`src/rtl/ctrl_fsm_8085_multi_pkg.sv`:
```
// Shared definitions for the 8085-style multi-cycle control FSM.
// Optional macro CTRL_INTR_EN adds the INTR state.
package ctrl_8085_pkg;

  typedef enum logic [3:0] {
    S_FETCH,
    S_DECODE,
    S_EXEC_R,
    S_EXEC_I,
    S_ALU_WB,
    S_MEM_ADDR,
    S_MEM_RD,
    S_MEM_WB,
    S_MEM_WR,
    S_BRANCH,
    S_JUMP,
    S_HALT
`ifdef CTRL_INTR_EN
    , S_INTR
`endif
  } state_t;

  typedef enum logic [2:0] {
    CLS_R, CLS_I, CLS_LOAD, CLS_STORE, CLS_JMP, CLS_BEQ, CLS_HALT, CLS_ILL
  } opc_class_t;

  localparam logic [4:0] OPC_CMP   = 5'd12;
  localparam logic [4:0] OPC_LOAD  = 5'd13;
  localparam logic [4:0] OPC_STORE = 5'd14;
  localparam logic [4:0] OPC_JMP   = 5'd19;
  localparam logic [4:0] OPC_BEQ   = 5'd20;

  localparam logic [1:0] PCS_ALU    = 2'b00;
  localparam logic [1:0] PCS_ALUOUT = 2'b01;
  localparam logic [1:0] PCS_JUMP   = 2'b10;
  localparam logic [1:0] PCS_VEC    = 2'b11;

  localparam logic [1:0] SRCB_REG  = 2'b00;
  localparam logic [1:0] SRCB_ONE  = 2'b01;
  localparam logic [1:0] SRCB_IMM  = 2'b10;
  localparam logic [1:0] SRCB_BOFF = 2'b11;

  // HALT is checked first so a reassigned HALT opcode wins over its old class.
  function automatic opc_class_t opc_class(input logic [4:0] opc,
                                           input logic [4:0] halt_opc);
    if (opc == halt_opc)        return CLS_HALT;
    else if (opc <= 5'd3)       return CLS_R;
    else if (opc == OPC_LOAD)   return CLS_LOAD;
    else if (opc == OPC_STORE)  return CLS_STORE;
    else if (opc == OPC_JMP)    return CLS_JMP;
    else if (opc == OPC_BEQ)    return CLS_BEQ;
    else if (opc <= 5'd18)      return CLS_I;
    else                        return CLS_ILL;
  endfunction

endpackage

```
`src/rtl/ctrl_fsm_8085_multi_if.sv`:
```
// Memory-side bus of the control FSM.
// Handshake: the master holds mem_read or mem_write (with iord) high for the
// whole access; the access completes on the first rising edge where the slave
// has mem_ready=1. mem_ready outside an access is ignored.
interface ctrl_fsm_8085_multi_if;
  logic mem_read;
  logic mem_write;
  logic iord;
  logic mem_ready;

  modport master (output mem_read, output mem_write, output iord, input mem_ready);
  modport slave  (input mem_read, input mem_write, input iord, output mem_ready);
endinterface

```
`src/rtl/ctrl_fsm_8085_multi_counter.sv`:
```
// Retired-instruction counter: CNT_W-bit, increments on en, wraps to zero.
module instr_retire_counter #(
  parameter int CNT_W = 16
) (
  input  logic             clk,
  input  logic             rst,
  input  logic             en,
  output logic [CNT_W-1:0] count
);

  logic [CNT_W-1:0] r_count;

  // Count one retirement per enabled cycle; overflow wraps naturally.
  always_ff @(posedge clk or posedge rst) begin
    if (rst) r_count <= '0;
    else if (en) r_count <= r_count + {{(CNT_W-1){1'b0}}, 1'b1};
  end

  assign count = r_count;

endmodule

```
`src/rtl/ctrl_fsm_8085_multi.sv`:
```
// Main multi-cycle control FSM: fetch/decode/execute/memory/writeback,
// instruction retire counting and HALT. Optional macro CTRL_INTR_EN adds
// intr/intr_ack and the INTR state (vectored PC load, not retired).
module ctrl_fsm_8085_multi
  import ctrl_8085_pkg::*;
#(
  parameter int         CNT_W    = 16,
  parameter logic [4:0] HALT_OPC = 5'b10101
) (
  input  logic                 clk,
  input  logic                 rst,
  ctrl_fsm_8085_multi_if.master bus,
  input  logic [4:0]           opcode,
  input  logic [4:0]           funct,
  input  logic                 zero,
`ifdef CTRL_INTR_EN
  input  logic                 intr,
  output logic                 intr_ack,
`endif
  output logic                 pc_write,
  output logic                 pc_write_cond,
  output logic [1:0]           pc_source,
  output logic                 ir_write,
  output logic                 reg_write,
  output logic                 reg_dst,
  output logic                 mem_to_reg,
  output logic                 alu_src_a,
  output logic [1:0]           alu_src_b,
  output logic                 ALUop,
  output logic                 illegal,
  output logic                 halted,
  output logic [CNT_W-1:0]     instr_count,
  output state_t               dbg_state
);

  state_t     r_state, w_state_nxt, w_fetch_tgt;
  opc_class_t w_class;
  logic       w_retire, w_illegal_nxt, r_illegal;
  logic       w_unused;

  // funct is decoded by the ALU control block; zero is consumed by the PC
  // write-enable logic outside this FSM.
  assign w_unused = ^{funct, zero};

  assign w_class = opc_class(opcode, HALT_OPC);

`ifdef CTRL_INTR_EN
  // Interrupts are taken only between instructions, before a fetch starts.
  assign w_fetch_tgt = intr ? S_INTR : S_FETCH;
`else
  assign w_fetch_tgt = S_FETCH;
`endif

  // State register plus the registered one-cycle illegal pulse.
  always_ff @(posedge clk or posedge rst) begin
    if (rst) begin
      r_state   <= S_FETCH;
      r_illegal <= 1'b0;
    end else begin
      r_state   <= w_state_nxt;
      r_illegal <= w_illegal_nxt;
    end
  end

  // Next state, retire strobe and Moore control outputs; reset forces idle.
  always_comb begin
    w_state_nxt   = r_state;
    w_retire      = 1'b0;
    w_illegal_nxt = 1'b0;
    pc_write      = 1'b0;
    pc_write_cond = 1'b0;
    pc_source     = PCS_ALU;
    ir_write      = 1'b0;
    bus.mem_read  = 1'b0;
    bus.mem_write = 1'b0;
    bus.iord      = 1'b0;
    reg_write     = 1'b0;
    reg_dst       = 1'b0;
    mem_to_reg    = 1'b0;
    alu_src_a     = 1'b0;
    alu_src_b     = SRCB_REG;
    ALUop         = 1'b0;
    halted        = 1'b0;
`ifdef CTRL_INTR_EN
    intr_ack      = 1'b0;
`endif
    case (r_state)
      S_FETCH: begin
        bus.mem_read = 1'b1;
        alu_src_b    = SRCB_ONE;
        ALUop        = 1'b1;
        ir_write     = bus.mem_ready;
        pc_write     = bus.mem_ready;
        if (bus.mem_ready) w_state_nxt = S_DECODE;
      end
      S_DECODE: begin
        alu_src_b = SRCB_BOFF;
        ALUop     = 1'b1;
        case (w_class)
          CLS_R:     w_state_nxt = S_EXEC_R;
          CLS_I:     w_state_nxt = S_EXEC_I;
          CLS_LOAD:  w_state_nxt = S_MEM_ADDR;
          CLS_STORE: w_state_nxt = S_MEM_ADDR;
          CLS_JMP:   w_state_nxt = S_JUMP;
          CLS_BEQ:   w_state_nxt = S_BRANCH;
          CLS_HALT: begin
            w_state_nxt = S_HALT;
            w_retire    = 1'b1;
          end
          default: begin
            w_state_nxt   = w_fetch_tgt;
            w_illegal_nxt = 1'b1;
          end
        endcase
      end
      S_EXEC_R: begin
        alu_src_a   = 1'b1;
        alu_src_b   = SRCB_REG;
        w_state_nxt = S_ALU_WB;
      end
      S_EXEC_I: begin
        alu_src_a = 1'b1;
        alu_src_b = SRCB_IMM;
        if (opcode == OPC_CMP) begin
          w_state_nxt = w_fetch_tgt;
          w_retire    = 1'b1;
        end else begin
          w_state_nxt = S_ALU_WB;
        end
      end
      S_ALU_WB: begin
        reg_write   = 1'b1;
        reg_dst     = (w_class == CLS_R);
        w_state_nxt = w_fetch_tgt;
        w_retire    = 1'b1;
      end
      S_MEM_ADDR: begin
        alu_src_a   = 1'b1;
        alu_src_b   = SRCB_IMM;
        ALUop       = 1'b1;
        w_state_nxt = (w_class == CLS_LOAD) ? S_MEM_RD : S_MEM_WR;
      end
      S_MEM_RD: begin
        bus.mem_read = 1'b1;
        bus.iord     = 1'b1;
        if (bus.mem_ready) w_state_nxt = S_MEM_WB;
      end
      S_MEM_WB: begin
        reg_write   = 1'b1;
        mem_to_reg  = 1'b1;
        w_state_nxt = w_fetch_tgt;
        w_retire    = 1'b1;
      end
      S_MEM_WR: begin
        bus.mem_write = 1'b1;
        bus.iord      = 1'b1;
        if (bus.mem_ready) begin
          w_state_nxt = w_fetch_tgt;
          w_retire    = 1'b1;
        end
      end
      S_BRANCH: begin
        alu_src_a     = 1'b1;
        alu_src_b     = SRCB_REG;
        pc_write_cond = 1'b1;
        pc_source     = PCS_ALUOUT;
        w_state_nxt   = w_fetch_tgt;
        w_retire      = 1'b1;
      end
      S_JUMP: begin
        pc_write    = 1'b1;
        pc_source   = PCS_JUMP;
        w_state_nxt = w_fetch_tgt;
        w_retire    = 1'b1;
      end
      S_HALT: begin
        halted = 1'b1;
`ifdef CTRL_INTR_EN
        if (intr) w_state_nxt = S_INTR;
`endif
      end
`ifdef CTRL_INTR_EN
      S_INTR: begin
        pc_write    = 1'b1;
        pc_source   = PCS_VEC;
        intr_ack    = 1'b1;
        w_state_nxt = S_FETCH;
      end
`endif
      default: w_state_nxt = S_FETCH;
    endcase
    // Reset drops strobes immediately, even mid-access; ALUop idles at ADD.
    if (rst) begin
      w_retire      = 1'b0;
      w_illegal_nxt = 1'b0;
      pc_write      = 1'b0;
      pc_write_cond = 1'b0;
      pc_source     = PCS_ALU;
      ir_write      = 1'b0;
      bus.mem_read  = 1'b0;
      bus.mem_write = 1'b0;
      bus.iord      = 1'b0;
      reg_write     = 1'b0;
      reg_dst       = 1'b0;
      mem_to_reg    = 1'b0;
      alu_src_a     = 1'b0;
      alu_src_b     = SRCB_REG;
      ALUop         = 1'b1;
      halted        = 1'b0;
`ifdef CTRL_INTR_EN
      intr_ack      = 1'b0;
`endif
    end
  end

  instr_retire_counter #(.CNT_W(CNT_W)) u_retire_cnt (
    .clk   (clk),
    .rst   (rst),
    .en    (w_retire),
    .count (instr_count)
  );

  assign illegal   = r_illegal;
  assign dbg_state = r_state;

endmodule

```
`src/flat_wrapper.sv`:
```
// flat-port wrapper written by rule: the top's interface ports become plain ports
module ctrl_fsm_8085_multi_flat import ctrl_8085_pkg::*;
#(
  parameter int         CNT_W    = 16,
  parameter logic [4:0] HALT_OPC = 5'b10101
)
  (clk, rst, opcode, funct, zero, pc_write, pc_write_cond, pc_source, ir_write, reg_write, reg_dst, mem_to_reg, alu_src_a, alu_src_b, ALUop, illegal, halted, instr_count, dbg_state, bus_mem_read, bus_mem_write, bus_iord, bus_mem_ready);
  ctrl_fsm_8085_multi_if bus_i ();
  input  logic clk;
  input  logic rst;
  input  logic [4:0] opcode;
  input  logic [4:0] funct;
  input  logic zero;
  output logic pc_write;
  output logic pc_write_cond;
  output logic [1:0] pc_source;
  output logic ir_write;
  output logic reg_write;
  output logic reg_dst;
  output logic mem_to_reg;
  output logic alu_src_a;
  output logic [1:0] alu_src_b;
  output logic ALUop;
  output logic illegal;
  output logic halted;
  output logic [CNT_W-1:0] instr_count;
  output state_t dbg_state;
  output wire logic [$bits(bus_i.mem_read)-1:0] bus_mem_read;
  output wire logic [$bits(bus_i.mem_write)-1:0] bus_mem_write;
  output wire logic [$bits(bus_i.iord)-1:0] bus_iord;
  input wire logic [$bits(bus_i.mem_ready)-1:0] bus_mem_ready;
  assign bus_mem_read = bus_i.mem_read;
  assign bus_mem_write = bus_i.mem_write;
  assign bus_iord = bus_i.iord;
  assign bus_i.mem_ready = bus_mem_ready;
  ctrl_fsm_8085_multi #(.CNT_W(CNT_W), .HALT_OPC(HALT_OPC)) u_core (.clk(clk), .rst(rst), .bus(bus_i), .opcode(opcode), .funct(funct), .zero(zero), .pc_write(pc_write), .pc_write_cond(pc_write_cond), .pc_source(pc_source), .ir_write(ir_write), .reg_write(reg_write), .reg_dst(reg_dst), .mem_to_reg(mem_to_reg), .alu_src_a(alu_src_a), .alu_src_b(alu_src_b), .ALUop(ALUop), .illegal(illegal), .halted(halted), .instr_count(instr_count), .dbg_state(dbg_state));
endmodule
```
`config.mk`:
```
export PLATFORM = sky130hd
export DESIGN_NAME = ctrl_fsm_8085_multi_flat
export DESIGN_NICKNAME = d
export VERILOG_FILES = /design/src/rtl/ctrl_fsm_8085_multi_pkg.sv /design/src/rtl/ctrl_fsm_8085_multi_if.sv /design/src/rtl/ctrl_fsm_8085_multi_counter.sv /design/src/rtl/ctrl_fsm_8085_multi.sv /design/src/flat_wrapper.sv
export SDC_FILE = /design/constraint.sdc
export NUM_CORES = 1
export LEC_CHECK = 0
export BUFFER_PORTS_ARGS = -buffer_cell sky130_fd_sc_hd__buf_2
export CAP_MARGIN = 5
export CORE_ASPECT_RATIO = 0.75
export CORE_MARGIN = 5
export CORE_UTILIZATION = 50
export CTS_CLUSTER_DIAMETER = 60
export DETAILED_ROUTE_END_ITERATION = 10
export PLACE_DENSITY = 0.79
export SYNTH_ARGS = -nofsm -noshare
export SYNTH_HDL_FRONTEND = slang
export SYNTH_SLANG_ARGS = --single-unit
```
`constraint.sdc`:
```
create_clock -name clk -period 2.64 [get_ports clk]
set_input_delay 0.528 -clock clk [delete_from_list [all_inputs] [get_ports clk]]
set_output_delay 0.528 -clock clk [all_outputs]
set_load 0.02 [all_outputs]
```
==> impl_metrics.toml, run 1 <==
[floorplan]
rows = 17
die_x_um = 73.5
ios = 51
start_util_pct = 51.8
core_um2 = 2910
die_h_um = 57.6
fp.dieArea_um2 = 4230

[critical_path]
rrSetupSlack_ns = 0.32
cp_data_required_time_ns = 2.78
r2r-start = "u_core.dbg_state[1]$_DFFE_PP0P_"
crit_start = "u_core.dbg_state[1]$_DFFE_PP0P_"
cp-start-kind = "flip-flop"
path_max_fanout = 17
worstSetupPathType = "reg2reg"
arrival_ns = 2.46
end_kind = "flip-flop"

[clock_tree]
cts_made_buffers = 3
cts_tree = "yes"
postCtsSetupBuffers = 0
clk_path_buf_depth = 2
htree_levels = 1
cts_root_buffer = "clkbuf_8"
clock_sinks = 21
cts_hold_buffers = 0
clock_latency_ns = 0.26
clk_pin_slew_worst_paths_ns = 0.08
cts_resized = 0

[placement]
post-dp-hpwl_mm = 2.69
portBuffers = 44
dpl_worst_slack_ns = 0.367
gp_congestion = 0.845

[cells_and_area]
final_layout_size_suffix_gt1_share_pct = 33.6
diodes = 0
nNetsFinal = 227
syn2layout_area_growth_pct = 20.1
final_common_cell = "buf_2"
mostFrequentLayoutCells = "buf_2 (44), dfrtp_1 (21), nand2_1 (17)"

[routing]
wl_mm = 3.63
drtPass1Iterations = 4
vias = 1389
initialDrtViolationCount = 89
antenna_left = 0
via_per_inst = 5.58
drt-wirelength-per-cell_um = 14.6
drc = 0

[sta]
period_share_pct = 87.9
final-hold-violation-count = 0
maxSlewViolCount = 0
fmax_mhz = 431
setup_viol = 0
fin_hold_ws_ns = 0.209
slew_headroom_pct = 53.3
worst_pin_slew_ns = 0.697
rsz0062_at_grt = "no"
skew_ns = 0.00361
setup_ws_ns = 0.318
setup_tns_ns = 0
period_minus_slack_ns = 2.32

[logic_synthesis]
synth_area_leader_cell = "dfrtp_1"
netlist_area_um2 = 1510
netlist_instances = 170
ys_seq_elements = 21
synthesis.nets = 185
synth_top_area_share_pct = 34.8
yosys_warnings = 0
synthTopCellsByArea = "dfrtp_1 (35%), xor2_1 (9.3%), nor3_2 (6.6%)"
synthArstFlopShare_pct = 100
syn_area_per_cell_um2 = 8.88
ys_seq_area_share_pct = 34.8
synth_flop_cell = "dfrtp_1"
synth_edf_count = 0
synth_cell_types = 48

[job]
maxCapViolCount = 0

[grt]
grt_max_degree = 21
grt.overflow.total = 0
grt_pass1_wl_mm = 6.04
track_usage_pct = 18.0
grt_pass1_vias = 1238
antenna_found_initial = 0

[power]
power_mw = 1.60
power.leakage_nw = 0.925
power.density_nw_per_um2 = 879
peakVddDrop_mv = 0.518

[outcome]
status = "completed"

[worst_hold_path]
hold_class = "in2async"
## area by class of cell
type	count	area (µm²)
Fill cell	263	1100
Sequential cell	21	526
Multi-Input combinational cell	133	910
Tap cell	38	47.5
Clock inverter	1	5.00
Inverter	4	15.0
Clock buffer	3	41.3
Timing Repair Buffer	49	270
## sequential cells by signal, indices dropped and copies added, names as in the netlist
register,flops
u_core.u_retire_cnt.count,16
u_core.dbg_state,4
u_core.illegal,1
## layer usage
metal / wire length (µm) / track usage (%)
met3: 241 / 4.75
met5: 0 / 0
met4: 8 / 1.55
met2: 1610 / 25.1
met1: 1770 / 28.5
## critical path: stages (launching register included)
cell and delay (ns):
dfrtp_1 0.66, nor2b_1 0.21, o21a_1 0.23, o21ai_1 0.55, buf_4 0.31, nor4_1 0.08, xor2_1 0.15
## cells by family (layout without fill, tap and decap cells)
kind of cell / after synthesis / count (layout) / share of synthesized area [%]
flops: 21 / 21 / 34.8
xor+xnor: 17 / 17 / 9.86
buf+inv: 16 / 57 / 5.38
compound gates: 25 / 25 / 12.7
fa+ha+maj: 1 / 1 / 0.828
mux: 2 / 2 / 1.66
simple gates: 88 / 88 / 34.8
## worst paths after layout
| path | to | cells past startpoint |
|---|---|---|
| worst max register to register | u_core.u_retire_cnt.count[8]$_DFFE_PP0P_ | 6 |
| worst max-delay path | u_core.u_retire_cnt.count[8]$_DFFE_PP0P_ | 6 |
| worst min register to register | u_core.u_retire_cnt.count[15]$_DFFE_PP0P_ | 1 |
| min in group clk | u_core.u_retire_cnt.count[15]$_DFFE_PP0P_ | 1 |
| max in group asynchronous | u_core.u_retire_cnt.count[2]$_DFFE_PP0P_ | 3 |
| worst min-delay path | u_core.dbg_state[3]$_DFFE_PP0P_ | 2 |
## synth_stat cells (2+ instances only)
| cell | count |
|---|---|
| o21ai_0 | 4 |
| nor4b_1 | 2 |
| nand4_1 | 3 |
| a21oi_1 | 6 |
| nor2_1 | 13 |
| nor3_1 | 6 |
| nand2b_1 | 4 |
| clkbuf_1 | 4 |
| dfrtp_1 | 21 |
| buf_4 | 2 |
| o22ai_1 | 2 |
| buf_2 | 4 |
| a221o_1 | 2 |
| nor3_2 | 10 |
| nand2_1 | 17 |
| xor2_1 | 16 |
| nor2b_1 | 6 |
| nand3_1 | 5 |
| a2bb2oi_1 | 2 |
| nor4_1 | 6 |
| or2_2 | 2 |
| nor3b_1 | 2 |
| inv_1 | 4 |
| and4_1 | 3 |
## metrics by stage
| step | util, % | cell area [µm²] | instances |
|---|---|---|---|
| 3_3_place_gp | 60.7 | 1770 | 245 |
| 5_1_grt | 62.3 | 1810 | 249 |
| 2_1_floorplan | - | 1520 | 170 |
| 4_1_cts | 62.3 | 1810 | 249 |
| 6_report | 62.3 | 1810 | 249 |
| 3_5_place_dp | 60.7 | 1770 | 245 |
## power breakdown
part	total, mW	switching (mW)	leakage (nW)	internal, mW
logic	0.875	0.541	0.619	0.335
clock network	0.212	0.107	0.0255	0.105
registers	0.508	0.129	0.280	0.379
Power figures use the tool's default switching activity.
==> run 2, diff against run 1 <==
Settings changed: REMOVE_ABC_BUFFERS set to 1.
==> run 2 against run 1 <==
  * Combinational power fell by 2.9%
  * Utilization is 0.39 points lower
  * Register-to-register slack gained 0.09 ns
  * First-iteration DRC count is 24% higher
  * Critical path depth fell by 1
  * Non-clock buffer count rose by 1
  * Sequential cell count is the same
  * Critical path type is now reg2out
  * Setup slack worse by 0.051 ns
==> impl_metrics.toml, run 2 (synthesis gave the netlist of run 1 again) <==
[critical_path]
r2r-start = "u_core.dbg_state[1]$_DFFE_PP0P_"
r2r-end = "u_core.u_retire_cnt.count[1]$_DFFE_PP0P_"
crit_path_end = "pc_write"
cp-start-kind = "flip-flop"
worstSetupPathType = "reg2out"
cp_cell_sequence = "buf_4 -> or2_1 -> nor4_1 -> or2_2 -> buf_2"
rrSetupSlack_ns = 0.41
ff2ff_path_depth = 6
cp_data_required_time_ns = 2.11
cpMaxStageDelayCell = "dfrtp_1"
crit_start = "u_core.dbg_state[3]$_DFFE_PP0P_"
end_kind = "output port"
path_max_fanout = 13
max_stage_delay_ns = 0.52
arrival_ns = 1.84

[power]
netSwitchingFraction_pct = 48.5
power.density_nw_per_um2 = 858
intPower_mw = 0.796
peakVddDrop_mv = 0.521
clkPwrFrac_pct = 13.2
p_comb_share_pct = 54.9
power.leakage_nw = 0.924
p_seq_share_pct = 31.9
p_sw_mw = 0.750

[cells_and_area]
syn2layout_area_growth_pct = 19.4
utilization_pct = 61.9
final_common_cell = "buf_2"
largest_reg_flops = 16
mostFrequentLayoutCells = "buf_2 (44), dfrtp_1 (21), nand2_1 (17)"
fill_cells = 263
final_layout_size_suffix_gt1_share_pct = 33.5
diodes = 0
nNetsFinal = 228
finalNonFillerCells = 250

[clock_tree]
cts_made_buffers = 3
postCtsSetupBuffers = 0
cts_tree = "yes"
htree_levels = 1
cts_hold_buffers = 0
cts_root_buffer = "clkbuf_8"
clk_pin_slew_worst_paths_ns = 0.08
cts_resized = 0
clock_sinks = 21
clk_path_buf_depth = 2
clock_latency_ns = 0.26

[worst_hold_path]
hold_class = "in2async"

[placement]
dpl_worst_slack_ns = 0.393
post-dp-hpwl_mm = 2.70
gp_congestion = 0.861
dp.cells = 246
portBuffers = 44

[floorplan]
rows = 17
ios = 51
core_um2 = 2910
fp.dieArea_um2 = 4230
start_util_pct = 51.8
die_x_um = 73.5
die_h_um = 57.6

[routing]
drt-wirelength-per-cell_um = 14.0
via_per_inst = 5.51
vias = 1378
drc = 0
wl_mm = 3.51
initialDrtViolationCount = 110
drtPass1Iterations = 4
antenna_left = 0

[sta]
skew_ns = 0.00600
setup_tns_ns = 0
worst_pin_slew_ns = 0.499
period_share_pct = 89.9
rsz0062_at_grt = "no"
slew_headroom_pct = 66.5
fmax_mhz = 421
setup_viol = 0
maxSlewViolCount = 0
setup_ws_ns = 0.267
final-hold-violation-count = 0
period_minus_slack_ns = 2.37

[grt]
grt_pass1_vias = 1225
antenna_found_initial = 0
grt_max_degree = 22
grt.overflow.total = 0
grt_pass1_wl_mm = 5.88
track_usage_pct = 17.5

[outcome]
status = "completed"

[job]
maxCapViolCount = 0
run 2: through the flow:
step	hold WS [ns]	cell area, µm²	power, mW
5_1_grt	0.497	1800	1.66
4_1_cts	0.462	1800	1.56
3_5_place_dp	0.453	1760	1.34
3_3_place_gp	0.454	1760	1.34
2_1_floorplan	0.534	1440	1.06
6_report	0.461	1800	1.55
run 2: power groups by stage:
stage	combinational (mW)	sequential, mW	clock [mW]
after floorplan	0.498	0.565	0
after global placement	0.847	0.497	0
after detailed placement	0.845	0.497	0
after CTS	0.851	0.492	0.213
after global routing	0.928	0.510	0.225
final	0.850	0.493	0.203
run 2: routing by layer:
metal	vias up	GRT usage [%]	wire length [µm]
li1	689	-	-
met1	634	26.7	1660
met2	53	25.3	1590
met3	2	3.70	235
met4	0	3.62	22
met5	-	0	0
run 2: layout make-up:
| type | instances | area (µm²) | share of cell area, % |
|---|---|---|---|
| Timing Repair Buffer | 50 | 265 | 14.7 |
| Inverter | 4 | 15.0 | 0.833 |
| Clock inverter | 1 | 5.00 | 0.278 |
| Tap cell | 38 | 47.5 | 2.64 |
| Sequential cell | 21 | 526 | 29.1 |
| Multi-Input combinational cell | 133 | 903 | 50.1 |
| Clock buffer | 3 | 41.3 | 2.29 |
run 2: worst min-delay path by stage:
stage                                                            to  depth (start not counted)  slack, ns                                      start
after global routing       u_core.u_retire_cnt.count[8]$_DFFE_PP0P_                          3       0.50                                        rst
after global placement    u_core.u_retire_cnt.count[15]$_DFFE_PP0P_                          1       0.45  u_core.u_retire_cnt.count[15]$_DFFE_PP0P_
after CTS                  u_core.u_retire_cnt.count[6]$_DFFE_PP0P_                          3       0.46                                        rst
final                      u_core.u_retire_cnt.count[8]$_DFFE_PP0P_                          3       0.46                                        rst
after detailed placement  u_core.u_retire_cnt.count[15]$_DFFE_PP0P_                          1       0.45  u_core.u_retire_cnt.count[15]$_DFFE_PP0P_
after floorplan                     u_core.dbg_state[0]$_DFFE_PP0P_                          1       0.53                                        rst
run 2: worst max-delay path: cells and delay by family, from the launching register on:
kind	cells	cell delay [ns]
AND/OR/NAND/NOR	3	0.69
flip-flops	1	0.52
buffers and inverters	2	0.38
